$ cat src/rtl/wb_arbiter.sv
// Writeback arbiter: merges 1-cycle ALU results and FIFO-buffered loads onto one register-file write port.
// Registered w_* outputs; ALU stalls only when a load is granted. WB_BYPASS_EN adds the q_addr lookup.
module wb_arbiter #(
    parameter int DEPTH        = 2,
    parameter int STARVE_LIMIT = 3
) (
    input  logic        clk,
    input  logic        rst,
    input  logic        alu_valid,
    output logic        alu_ready,
    input  logic [4:0]  alu_addr,
    input  logic [31:0] alu_data,
    input  logic        ld_valid,
    output logic        ld_ready,
    input  logic [4:0]  ld_addr,
    input  logic [31:0] ld_data,
    output logic [4:0]  w_address,
    output logic [31:0] w_data,
    output logic        w_enable,
    output logic        busy
`ifdef WB_BYPASS_EN
    ,
    input  logic [4:0]  q_addr,
    output logic        q_hit,
    output logic [31:0] q_data
`endif
);
    localparam int PW = $clog2(DEPTH);
    localparam int CW = PW + 1;
    localparam int SW = $clog2(STARVE_LIMIT + 1);

    logic [4:0]    fifo_addr_q [DEPTH];
    logic [31:0]   fifo_data_q [DEPTH];
    logic [PW-1:0] wr_ptr_q, rd_ptr_q;
    logic [CW-1:0] count_q, count_d;
    logic [SW-1:0] starve_q, starve_d;
    logic          w_enable_q, w_enable_d;
    logic [4:0]    w_address_q, w_address_d;
    logic [31:0]   w_data_q, w_data_d;

    logic fifo_empty, fifo_full, push, pop, grant_ld, grant_alu;

    assign fifo_empty = (count_q == '0);
    assign fifo_full  = (count_q == CW'(DEPTH));

    // Grant depends only on registered FIFO state, so a fresh load never passes through in its push cycle.
    assign grant_ld  = !rst && !fifo_empty &&
                       (!alu_valid || fifo_full || starve_q == SW'(STARVE_LIMIT));
    assign grant_alu = alu_valid && !grant_ld;
    assign alu_ready = !grant_ld;
    assign ld_ready  = rst || !fifo_full;
    assign push      = ld_valid && !fifo_full;
    assign pop       = grant_ld;

    always_comb begin
        w_enable_d  = 1'b0;
        w_address_d = w_address_q;
        w_data_d    = w_data_q;
        if (grant_ld) begin
            w_enable_d  = 1'b1;
            w_address_d = fifo_addr_q[rd_ptr_q];
            w_data_d    = fifo_data_q[rd_ptr_q];
        end else if (grant_alu) begin
            w_enable_d  = 1'b1;
            w_address_d = alu_addr;
            w_data_d    = alu_data;
        end

        count_d = count_q + CW'(push) - CW'(pop);

        starve_d = starve_q;
        if (grant_ld || fifo_empty) begin
            starve_d = '0;
        end else if (grant_alu && starve_q != SW'(STARVE_LIMIT)) begin
            starve_d = starve_q + SW'(1);
        end
    end

    always_ff @(posedge clk) begin
        if (rst) begin
            wr_ptr_q    <= '0;
            rd_ptr_q    <= '0;
            count_q     <= '0;
            starve_q    <= '0;
            w_enable_q  <= 1'b0;
            w_address_q <= '0;
            w_data_q    <= '0;
        end else begin
            if (push) begin
                wr_ptr_q <= wr_ptr_q + PW'(1);
            end
            if (pop) begin
                rd_ptr_q <= rd_ptr_q + PW'(1);
            end
            count_q     <= count_d;
            starve_q    <= starve_d;
            w_enable_q  <= w_enable_d;
            w_address_q <= w_address_d;
            w_data_q    <= w_data_d;
        end
    end

    // Entry storage needs no reset: occupancy is tracked by count_q alone.
    always_ff @(posedge clk) begin
        if (!rst && push) begin
            fifo_addr_q[wr_ptr_q] <= ld_addr;
            fifo_data_q[wr_ptr_q] <= ld_data;
        end
    end

    assign w_enable  = w_enable_q;
    assign w_address = w_address_q;
    assign w_data    = w_data_q;
    assign busy      = !fifo_empty || w_enable_q;

`ifdef WB_BYPASS_EN
    logic [PW-1:0] q_idx;

    // Walk oldest to youngest so later matches override: youngest FIFO entry wins, output register loses.
    always_comb begin
        q_hit  = 1'b0;
        q_data = '0;
        q_idx  = '0;
        if (q_addr != '0) begin
            if (w_enable_q && w_address_q == q_addr) begin
                q_hit  = 1'b1;
                q_data = w_data_q;
            end
            for (int i = 0; i < DEPTH; i++) begin
                q_idx = rd_ptr_q + PW'(i);
                if (CW'(i) < count_q && fifo_addr_q[q_idx] == q_addr) begin
                    q_hit  = 1'b1;
                    q_data = fifo_data_q[q_idx];
                end
            end
        end
    end
`endif
endmodule

$ cat config.mk
export PLATFORM = sky130hd
export DESIGN_NAME = wb_arbiter
export DESIGN_NICKNAME = d
export VERILOG_FILES = /design/src/rtl/wb_arbiter.sv
export SDC_FILE = /design/constraint.sdc
export NUM_CORES = 1
export LEC_CHECK = 0
export CORE_MARGIN = 1.5
export CORE_UTILIZATION = 48
export CTS_CLUSTER_DIAMETER = 30
export DETAILED_ROUTE_END_ITERATION = 8
export PLACE_DENSITY = 0.85
export SYNTH_ARGS = -nofsm -noshare
export SYNTH_HDL_FRONTEND = slang
export SYNTH_SLANG_ARGS = --single-unit
$ cat constraint.sdc
create_clock -name clk -period 5.41 [get_ports clk]
set_clock_uncertainty 0.15 [all_clocks]
set_input_delay 1.082 -clock clk [delete_from_list [all_inputs] [get_ports clk]]
set_output_delay 1.082 -clock clk [all_outputs]
set_load 0.005 [all_outputs]
======== Word-level counts from Yosys, hierarchy flattened ========
Memory sizes are Yosys's and may differ from the RTL's. A register that Yosys moved wholly into a read port is not among the register bits.
Cells that the tools add are included.
Widths: inputs -> output; s select.
word-level totals
  memory bits (writable) .................. 74
  bits of input ports ..................... 78
  flip-flop bits (word level) ............. 44
  output and inout port bits .............. 41
  word-level logic and storage cells ...... 48
  memories ................................ 2
memory list
  memory       words  width  read ports  clocked after memory_dff  wr ports  line  RTL
  fifo_data_q  2      32     1           1                         1         33    logic [31:0] fifo_data_q [DEPTH];
  fifo_addr_q  2      5      1           1                         1         32    logic [4:0] fifo_addr_q [DEPTH];
operators by class
  multiplexer cells ....................... 12
  reductions and logical operators ........ 19
  add/subtract/negate cells ............... 5
  equal/unequal tests ..................... 3
operator list
  cell                 number
  $mux 32              2
  $mux 5               2
  $mux 1               8
  $logic_and 1x1->1    6
  $logic_not 1->1      5
  $logic_or 1x1->1     5
  $eq 2x2->1 const B   2
  $add 1x1->1 const B  2
  $add 2x1->2          1
  $add 2x1->2 const B  1
  $logic_not 2->1      1
  $ne 2x2->1 const B   1
  $reduce_bool 2->1    1
  $reduce_or 2->1      1
  $sub 2x1->2          1

======== Logic depth before layout (Yosys ltp) ========
Gate-level depths: netlist of run 1.
  depth after elaboration ................. 8
  gate-level depth with buffers ........... 9
  mapped depth without buffers ............ 7

======== Worst setup path before layout of run 1 ========
Ideal clock, no wire load.
  path type ............................... input to register
  from .................................... input rst
  to ...................................... memory fifo_addr_q[1][0] (enable)
  required time ........................... 4.775 ns
  buffers on the path ..................... 1
  library setup time ...................... 0.485 ns
  slack ................................... 0.718 ns
  stages .................................. 2
  data arrival time ....................... 4.057 ns
  cells stage by stage .................... clkbuf_1 > nor3b_1
between the ends
  cells in the longest elaborated chain, start to end .. 4
RTL lines
  what                          line  RTL
  start, declared               8     input logic rst,
  $logic_not 1->1               105   if (!rst && push) begin
  $logic_and 1x1->1             105
  $mux 1                        105
  $mux 1 (not written as such)  106   fifo_addr_q[wr_ptr_q] <= ld_addr;
  end, declared                 32
Every way passes these cells.

======== Final worst setup path of run 1 ========
  from .................................... input rst
  to ...................................... output ld_ready
between the ends
  cells in the longest elaborated chain, start to end .. 1
RTL lines
  what              line  RTL
  $logic_or 1x1->1  51    assign ld_ready = rst || !fifo_full;
  end, declared     14    output logic ld_ready,
Every way passes these cells.

==> impl_metrics.py, run 1 <==
metrics = {
    "route": {
        "via_count": 2921,
        "firstDrtPassIters": 4,
        "wl_met1_microns": 3830,
        "route.met3.wl_microns": 485,
        "drt_iter0_markers": 105,
        "wl_per_cell_microns": 15.5,
        "drc": 0,
        "drt-total-wl_microns": 9070,
        "via_per_inst": 5.00,
        "highest_layer": "met4",
        "wl_met2_microns": 4650,
        "ant_nets": 0,
    },
    "power": {
        "cellPowerDensity_nw_per_um2": 441,
        "p_total_mw": 2.82,
        "irDropWorstVdd_uv": 223,
        "cellLeakagePower_nw": 2.20,
    },
    "synth": {
        "synth_edf_count": 74,
        "yosys.area_share.simple": 0.0575,
        "synth_area_per_cell_sq_um": 14.4,
        "synth_flop_cell": "edfxtp_1",
        "synth_most_common_cell": "edfxtp_1",
        "synthAdderAreaFrac": 0.00548,
        "synth_cells": 318,
        "yosysUniqueCellTypes": 27,
        "synth-seq-cells": 119,
        "async_flop_share": 0,
        "yosysTopAreaCell": "edfxtp_1",
        "synthMuxAreaShare": 0.175,
        "synth_seq_area_share": 0.684,
        "ys_top_cells_by_count": "74 x edfxtp_1, 45 x dfxtp_1, 38 x mux2_2, 38 x nand2_1",
        "syn-num-nets": 398,
        "ys_warn_count": 0,
        "synth_top_family_by_area": "multiplexers",
        "synth.area.top_cells": "edfxtp_1 49%, dfxtp_1 20%, mux2_2 9.4%",
        "synth_area_sq_um": 4570,
        "synth_compound_area_frac": 0.0482,
        "synthXorXnorAreaFrac": 0.00575,
        "yosys.area.top_type_share": 0.486,
    },
    "setup_path": {
        "end_kind": "output pin",
        "path_buf_inv": 2,
        "required_ns": 4.18,
        "slowest_delay_ns": 0.73,
        "cp-start-kind": "input pin",
        "r2r_cells": 7,
        "crit_cells": 3,
        "path_max_fanout": 14,
        "cp_data_arrival_time_ns": 2.72,
        "path_cells": "clkdlybuf4s50_1, or3_1, clkdlybuf4s50_1",
        "crit_top_cell": "clkdlybuf4s50_1",
        "cpLargestDelayFamily": "buffers and inverters",
        "worstSetupPathType": "input pin to output pin",
        "crit_path_top_delay_cell": "clkdlybuf4s50_1",
    },
    "global_route": {
        "grt_first_pass_wirelength_microns": 14500,
        "grt_max_degree": 39,
        "antenna_found_initial": 0,
        "grt_pass1_vias": 3068,
        "grt_use_total": 0.191,
        "grt_overflow": 0,
    },
    "cts": {
        "post_cts.repair.setup_buffers": 0,
        "postCtsResizedCells": 0,
        "worstSkewPairLatency_ns": 0.49,
        "numClockSinks": 119,
        "cts_tree": "built",
        "clkTransAtPathRegs_ns": 0.05,
        "hold_buffers": 0,
        "cts_root_buffer": "clkbuf_8",
        "clockBufferDepth": 2,
        "htreeDepth": 4,
        "numCtsBuffers": 17,
    },
    "timing": {
        "drv_slew": 0,
        "worst_pin_slew_ns": 0.931,
        "hold_violations": 0,
        "fin_crit_ns": 3.95,
        "tns_ns": 0,
        "fmax_ghz": 0.253,
        "rsz0062_at_grt": "false",
        "slew_headroom": 0.380,
        "whs_ns": 0.284,
        "post-route-period-util": 0.730,
        "setup_viol": 0,
    },
    "placed_design": {
        "dp_hpwl_microns": 5690,
        "gp_congestion": 0.787,
        "io_buffer_count": 118,
    },
    "outcome": {
        "status": "completed",
    },
    "die": {
        "start_util": 0.494,
        "die_width_microns": 101,
        "num_rows": 35,
        "dieArea_sq_um": 10100,
        "die_h_microns": 101,
        "num_io_pins": 119,
        "core_area_sq_um": 9240,
    },
    "cells_and_area": {
        "antenna_cells": 0,
        "drive_gt1_frac": 0.174,
        "nets": 522,
        "areaGrowthSynthToFinish_pct": 40.0,
    },
    "run": {
        "maxCapViolCount": 0,
    },
    "hold_path": {
        "hold_class": "flip-flop to flip-flop",
        "hold_depth": 1,
    },
}
-- cell families (layout without fill, tap and decap cells) --
| kind of cell | count (synthesis) | after routing |
|---|---|---|
| DFF | 119 | 119 |
| adders and majority gates | 2 | 2 |
| muxes | 75 | 75 |
| and+or+nand+nor | 56 | 56 |
| xor gates and xnor gates | 3 | 3 |
| AOI/OAI and AO/OA | 42 | 42 |
| buffers and inverters | 21 | 158 |
-- sequential cells by signal (all words and copies together), names as in the netlist, named ones only --
name / cells
starve_q: 2
w_enable: 1
wr_ptr_q: 1
count_q: 2
w_data: 32
rd_ptr_q: 1
w_address: 5
fifo_data_q: 64
fifo_addr_q: 10
-- worst paths after layout --
| path | startpoint | end | slack, ns |
|---|---|---|---|
| worst max register to register | count_q[0] | count_q[1] | 2.71 |
| worst max-delay path | rst | ld_ready | 1.46 |
| worst min register to register | starve_q[0] | starve_q[0] | 0.28 |
| worst min-delay path | starve_q[0] | starve_q[0] | 0.28 |
-- final cells by class --
| cell class | instances | area, sq um |
|---|---|---|
| Tap cell | 129 | 161 |
| Sequential cell | 119 | 3120 |
| Fill cell | 658 | 2840 |
| Timing Repair Buffer | 123 | 1220 |
| Clock inverter | 13 | 109 |
| Clock buffer | 19 | 422 |
| Multi-Input combinational cell | 178 | 1350 |
| Inverter | 3 | 11.3 |
-- per-stage QoR --
stage / util / worst slack [ns] / cell area, sq um / std cells
after floorplan: - / 0.718 / 4570 / 318
after global placement: 0.635 / 1.53 / 5870 / 552
after detailed placement: 0.635 / 1.47 / 5870 / 552
after CTS: 0.692 / 1.48 / 6400 / 584
after global routing: 0.692 / 1.40 / 6400 / 584
final: 0.692 / 1.46 / 6400 / 584
-- worst register-to-register path: cells and delay by family (launching register included) --
kind / cells / cell delay (ns)
buffers and inverters: 1 / 0.61
DFF: 1 / 0.59
and+or+nand+nor: 2 / 0.29
AOI/OAI and AO/OA: 1 / 0.29
muxes: 1 / 0.28
adders and majority gates: 1 / 0.22
xor gates and xnor gates: 1 / 0.16
-- layout by cell type (no fill, tap or decap) --
cell / netlist / final
nor2_1: 5 / 5
clkdlybuf4s50_1: 0 / 118
buf_4: 4 / 5
nand2_1: 38 / 38
xnor2_1: 2 / 2
nor4_4: 1 / 1
clkbuf_8: 0 / 1
inv_1: 3 / 3
ha_1: 2 / 2
o21a_1: 1 / 1
a211oi_4: 0 / 1
nor3_2: 0 / 1
nor3b_1: 2 / 1
clkinv_2: 0 / 6
clkbuf_1: 6 / 2
edfxtp_1: 74 / 74
xor2_1: 1 / 1
bufinv_16: 0 / 1
nor2b_1: 2 / 2
nor3b_2: 0 / 1
clkinv_4: 0 / 3
clkbuf_16: 0 / 16
mux2_2: 38 / 38
or2_1: 1 / 1
clkinvlp_4: 0 / 3
nor3_1: 4 / 3
o21ai_1: 37 / 37
a21oi_1: 1 / 1
dfxtp_1: 45 / 44
nor2b_4: 1 / 1
or3_1: 2 / 2
mux2i_1: 37 / 37
o21ai_0: 2 / 2
dfxtp_2: 0 / 1
-- power breakdown --
group          leakage [nW]  total, mW  internal [mW]  switching, mW
clock                 0.257      0.988          0.604          0.384
sequential             1.05       1.20           1.10          0.109
combinational         0.891      0.626          0.382          0.244
-- metal layers --
| metal | vias to the layer above | GRT usage |
|---|---|---|
| li1 | 1409 | - |
| met1 | 1412 | 0.215 |
| met2 | 89 | 0.330 |
| met3 | 11 | 0.0728 |
| met4 | 0 | 0.0748 |
| met5 | - | 0 |
Note: power is estimated with default switching activity, not from simulation.
==> inputs of run 2 (changes only) <==
- clock period: 5.41 -> 3.7 ns (I/O delays scaled with it)
==> impl_metrics.py, run 2 (synthesis results as in run 1) <==
metrics = {
    "outcome": {
        "status": "completed",
    },
    "route": {
        "via_per_inst": 4.96,
        "wl_per_cell_microns": 16.3,
        "ant_nets": 0,
        "drt-total-wl_microns": 9540,
        "drt_iter0_markers": 81,
        "drc": 0,
        "via_count": 2907,
        "firstDrtPassIters": 4,
    },
    "timing": {
        "fin_crit_ns": 3.12,
        "slew_headroom": 0.306,
        "post-route-period-util": 0.843,
        "drv_slew": 0,
        "tns_ns": 0,
        "fmax_ghz": 0.321,
        "worst_pin_slew_ns": 1.03,
        "setup_viol": 0,
        "rsz0062_at_grt": "false",
        "hold_violations": 0,
    },
    "power": {
        "cellLeakagePower_nw": 2.23,
        "switching_power_mw": 1.09,
        "p_sw_frac": 0.261,
        "p_total_mw": 4.20,
        "p_int_mw": 3.10,
        "pwr-share-clk": 0.355,
        "cellPowerDensity_nw_per_um2": 650,
        "irDropWorstVdd_uv": 333,
        "p_comb_frac": 0.225,
        "p_seq_frac": 0.420,
    },
    "global_route": {
        "grt_max_degree": 38,
        "grt_use_total": 0.199,
        "grt_pass1_vias": 3150,
        "use_met3": 0.0548,
        "top_usage_layer": "met2",
        "antenna_found_initial": 0,
        "grt_overflow": 0,
        "grt_use_met2": 0.368,
        "grt_first_pass_wirelength_microns": 15100,
        "use_met1": 0.219,
    },
    "cts": {
        "numClockSinks": 119,
        "numCtsBuffers": 17,
        "htreeDepth": 4,
        "post_cts.repair.setup_buffers": 0,
        "postCtsResizedCells": 0,
        "cts_root_buffer": "clkbuf_8",
        "clockBufferDepth": 2,
        "clkTransAtPathRegs_ns": 0.05,
        "worstSkewPairLatency_ns": 0.49,
        "hold_buffers": 0,
        "cts_tree": "built",
    },
    "setup_path": {
        "r2r_cells": 6,
        "cp-start-kind": "input pin",
        "required_ns": 2.81,
        "crit_cells": 5,
        "end_kind": "output pin",
        "slowest_delay_ns": 0.54,
        "path_max_fanout": 5,
        "cp_data_arrival_time_ns": 2.23,
        "path_buf_inv": 3,
        "crit_path_top_delay_cell": "clkdlybuf4s50_1",
        "worstSetupPathType": "input pin to output pin",
        "crit_top_cell": "clkdlybuf4s50_1",
        "path_cells": "clkdlybuf4s50_1, nor2b_4, a211oi_4, inv_1, clkdlybuf4s50_1",
        "cpLargestDelayFamily": "buffers and inverters",
    },
    "hold_path": {
        "hold_depth": 2,
        "hold_class": "flip-flop to flip-flop",
    },
    "cells_and_area": {
        "layout_commonest_cell": "clkdlybuf4s50_1",
        "areaGrowthSynthToFinish_pct": 41.3,
        "largest_reg_flops": 64,
        "regMostFlops": "fifo_data_q",
        "regArea_sq_um": 3120,
        "drive_gt1_frac": 0.175,
        "nFillCells": 656,
        "mostFrequentLayoutCells": "118 x clkdlybuf4s50_1, 74 x edfxtp_1, 44 x dfxtp_1",
        "multi_input_area_sq_um": 1360,
        "nets": 524,
        "instances_no_fill": 586,
        "antenna_cells": 0,
        "final_util": 0.698,
    },
    "die": {
        "die_h_microns": 101,
        "num_io_pins": 119,
        "dieArea_sq_um": 10100,
        "num_rows": 35,
        "core_area_sq_um": 9240,
        "start_util": 0.494,
        "die_width_microns": 101,
    },
    "placed_design": {
        "place_inst": 554,
        "gp_congestion": 0.733,
        "dp_hpwl_microns": 6200,
        "io_buffer_count": 118,
    },
    "run": {
        "maxCapViolCount": 0,
    },
}
==> run 2: power groups by stage <==
stage | Combinational [mW] | Clock, mW | Sequential (mW)
2_1_floorplan | 0.606 | 0 | 1.70
3_3_place_gp | 0.917 | 0 | 1.78
3_5_place_dp | 0.946 | 0 | 1.79
4_1_cts | 0.955 | 1.51 | 1.77
5_1_grt | 1.02 | 1.58 | 1.79
6_report | 0.942 | 1.49 | 1.76
==> run 2: worst paths after layout <==
path	from	to	slack [ns]
setup reg to reg	count_q[0]	w_data[1]	1.20
hold / removal	w_data[19]	w_data[19]	0.30
hold reg to reg	w_data[19]	w_data[19]	0.30
setup / recovery	alu_valid	alu_ready	0.58
==> run 2: worst register-to-register path, delay by kind of cell (launching register included) <==
kind            cells  cell delay [ns]
compound gates      2             0.38
simple gates        1             0.17
flops               1             0.60
mux                 1             0.31
buf+inv             2             0.80
==> run 2: layout make-up <==
class                           instances  area share
Timing Repair Buffer                  125       0.193
Clock buffer                           21      0.0698
Tap cell                              129      0.0250
Inverter                                3     0.00174
Sequential cell                       119       0.484
Multi-Input combinational cell        178       0.211
Clock inverter                         11      0.0151
==> run 2: per-stage QoR <==
step | setup WS (ns) | instance area, sq um | hold slack [ns]
6_report | 0.582 | 6450 | 0.295
5_1_grt | 0.516 | 6450 | 0.318
4_1_cts | 0.566 | 6450 | 0.298
3_5_place_dp | 0.565 | 5910 | 0.290
3_3_place_gp | 0.586 | 5910 | 0.263
2_1_floorplan | 0.627 | 4580 | 0.255
==> run 2: layer usage <==
layer / up-vias / routed length [microns]
met5: - / 0
met2: 79 / 5200
met1: 1415 / 3830
met4: 0 / 70
met3: 7 / 437
li1: 1406 / -
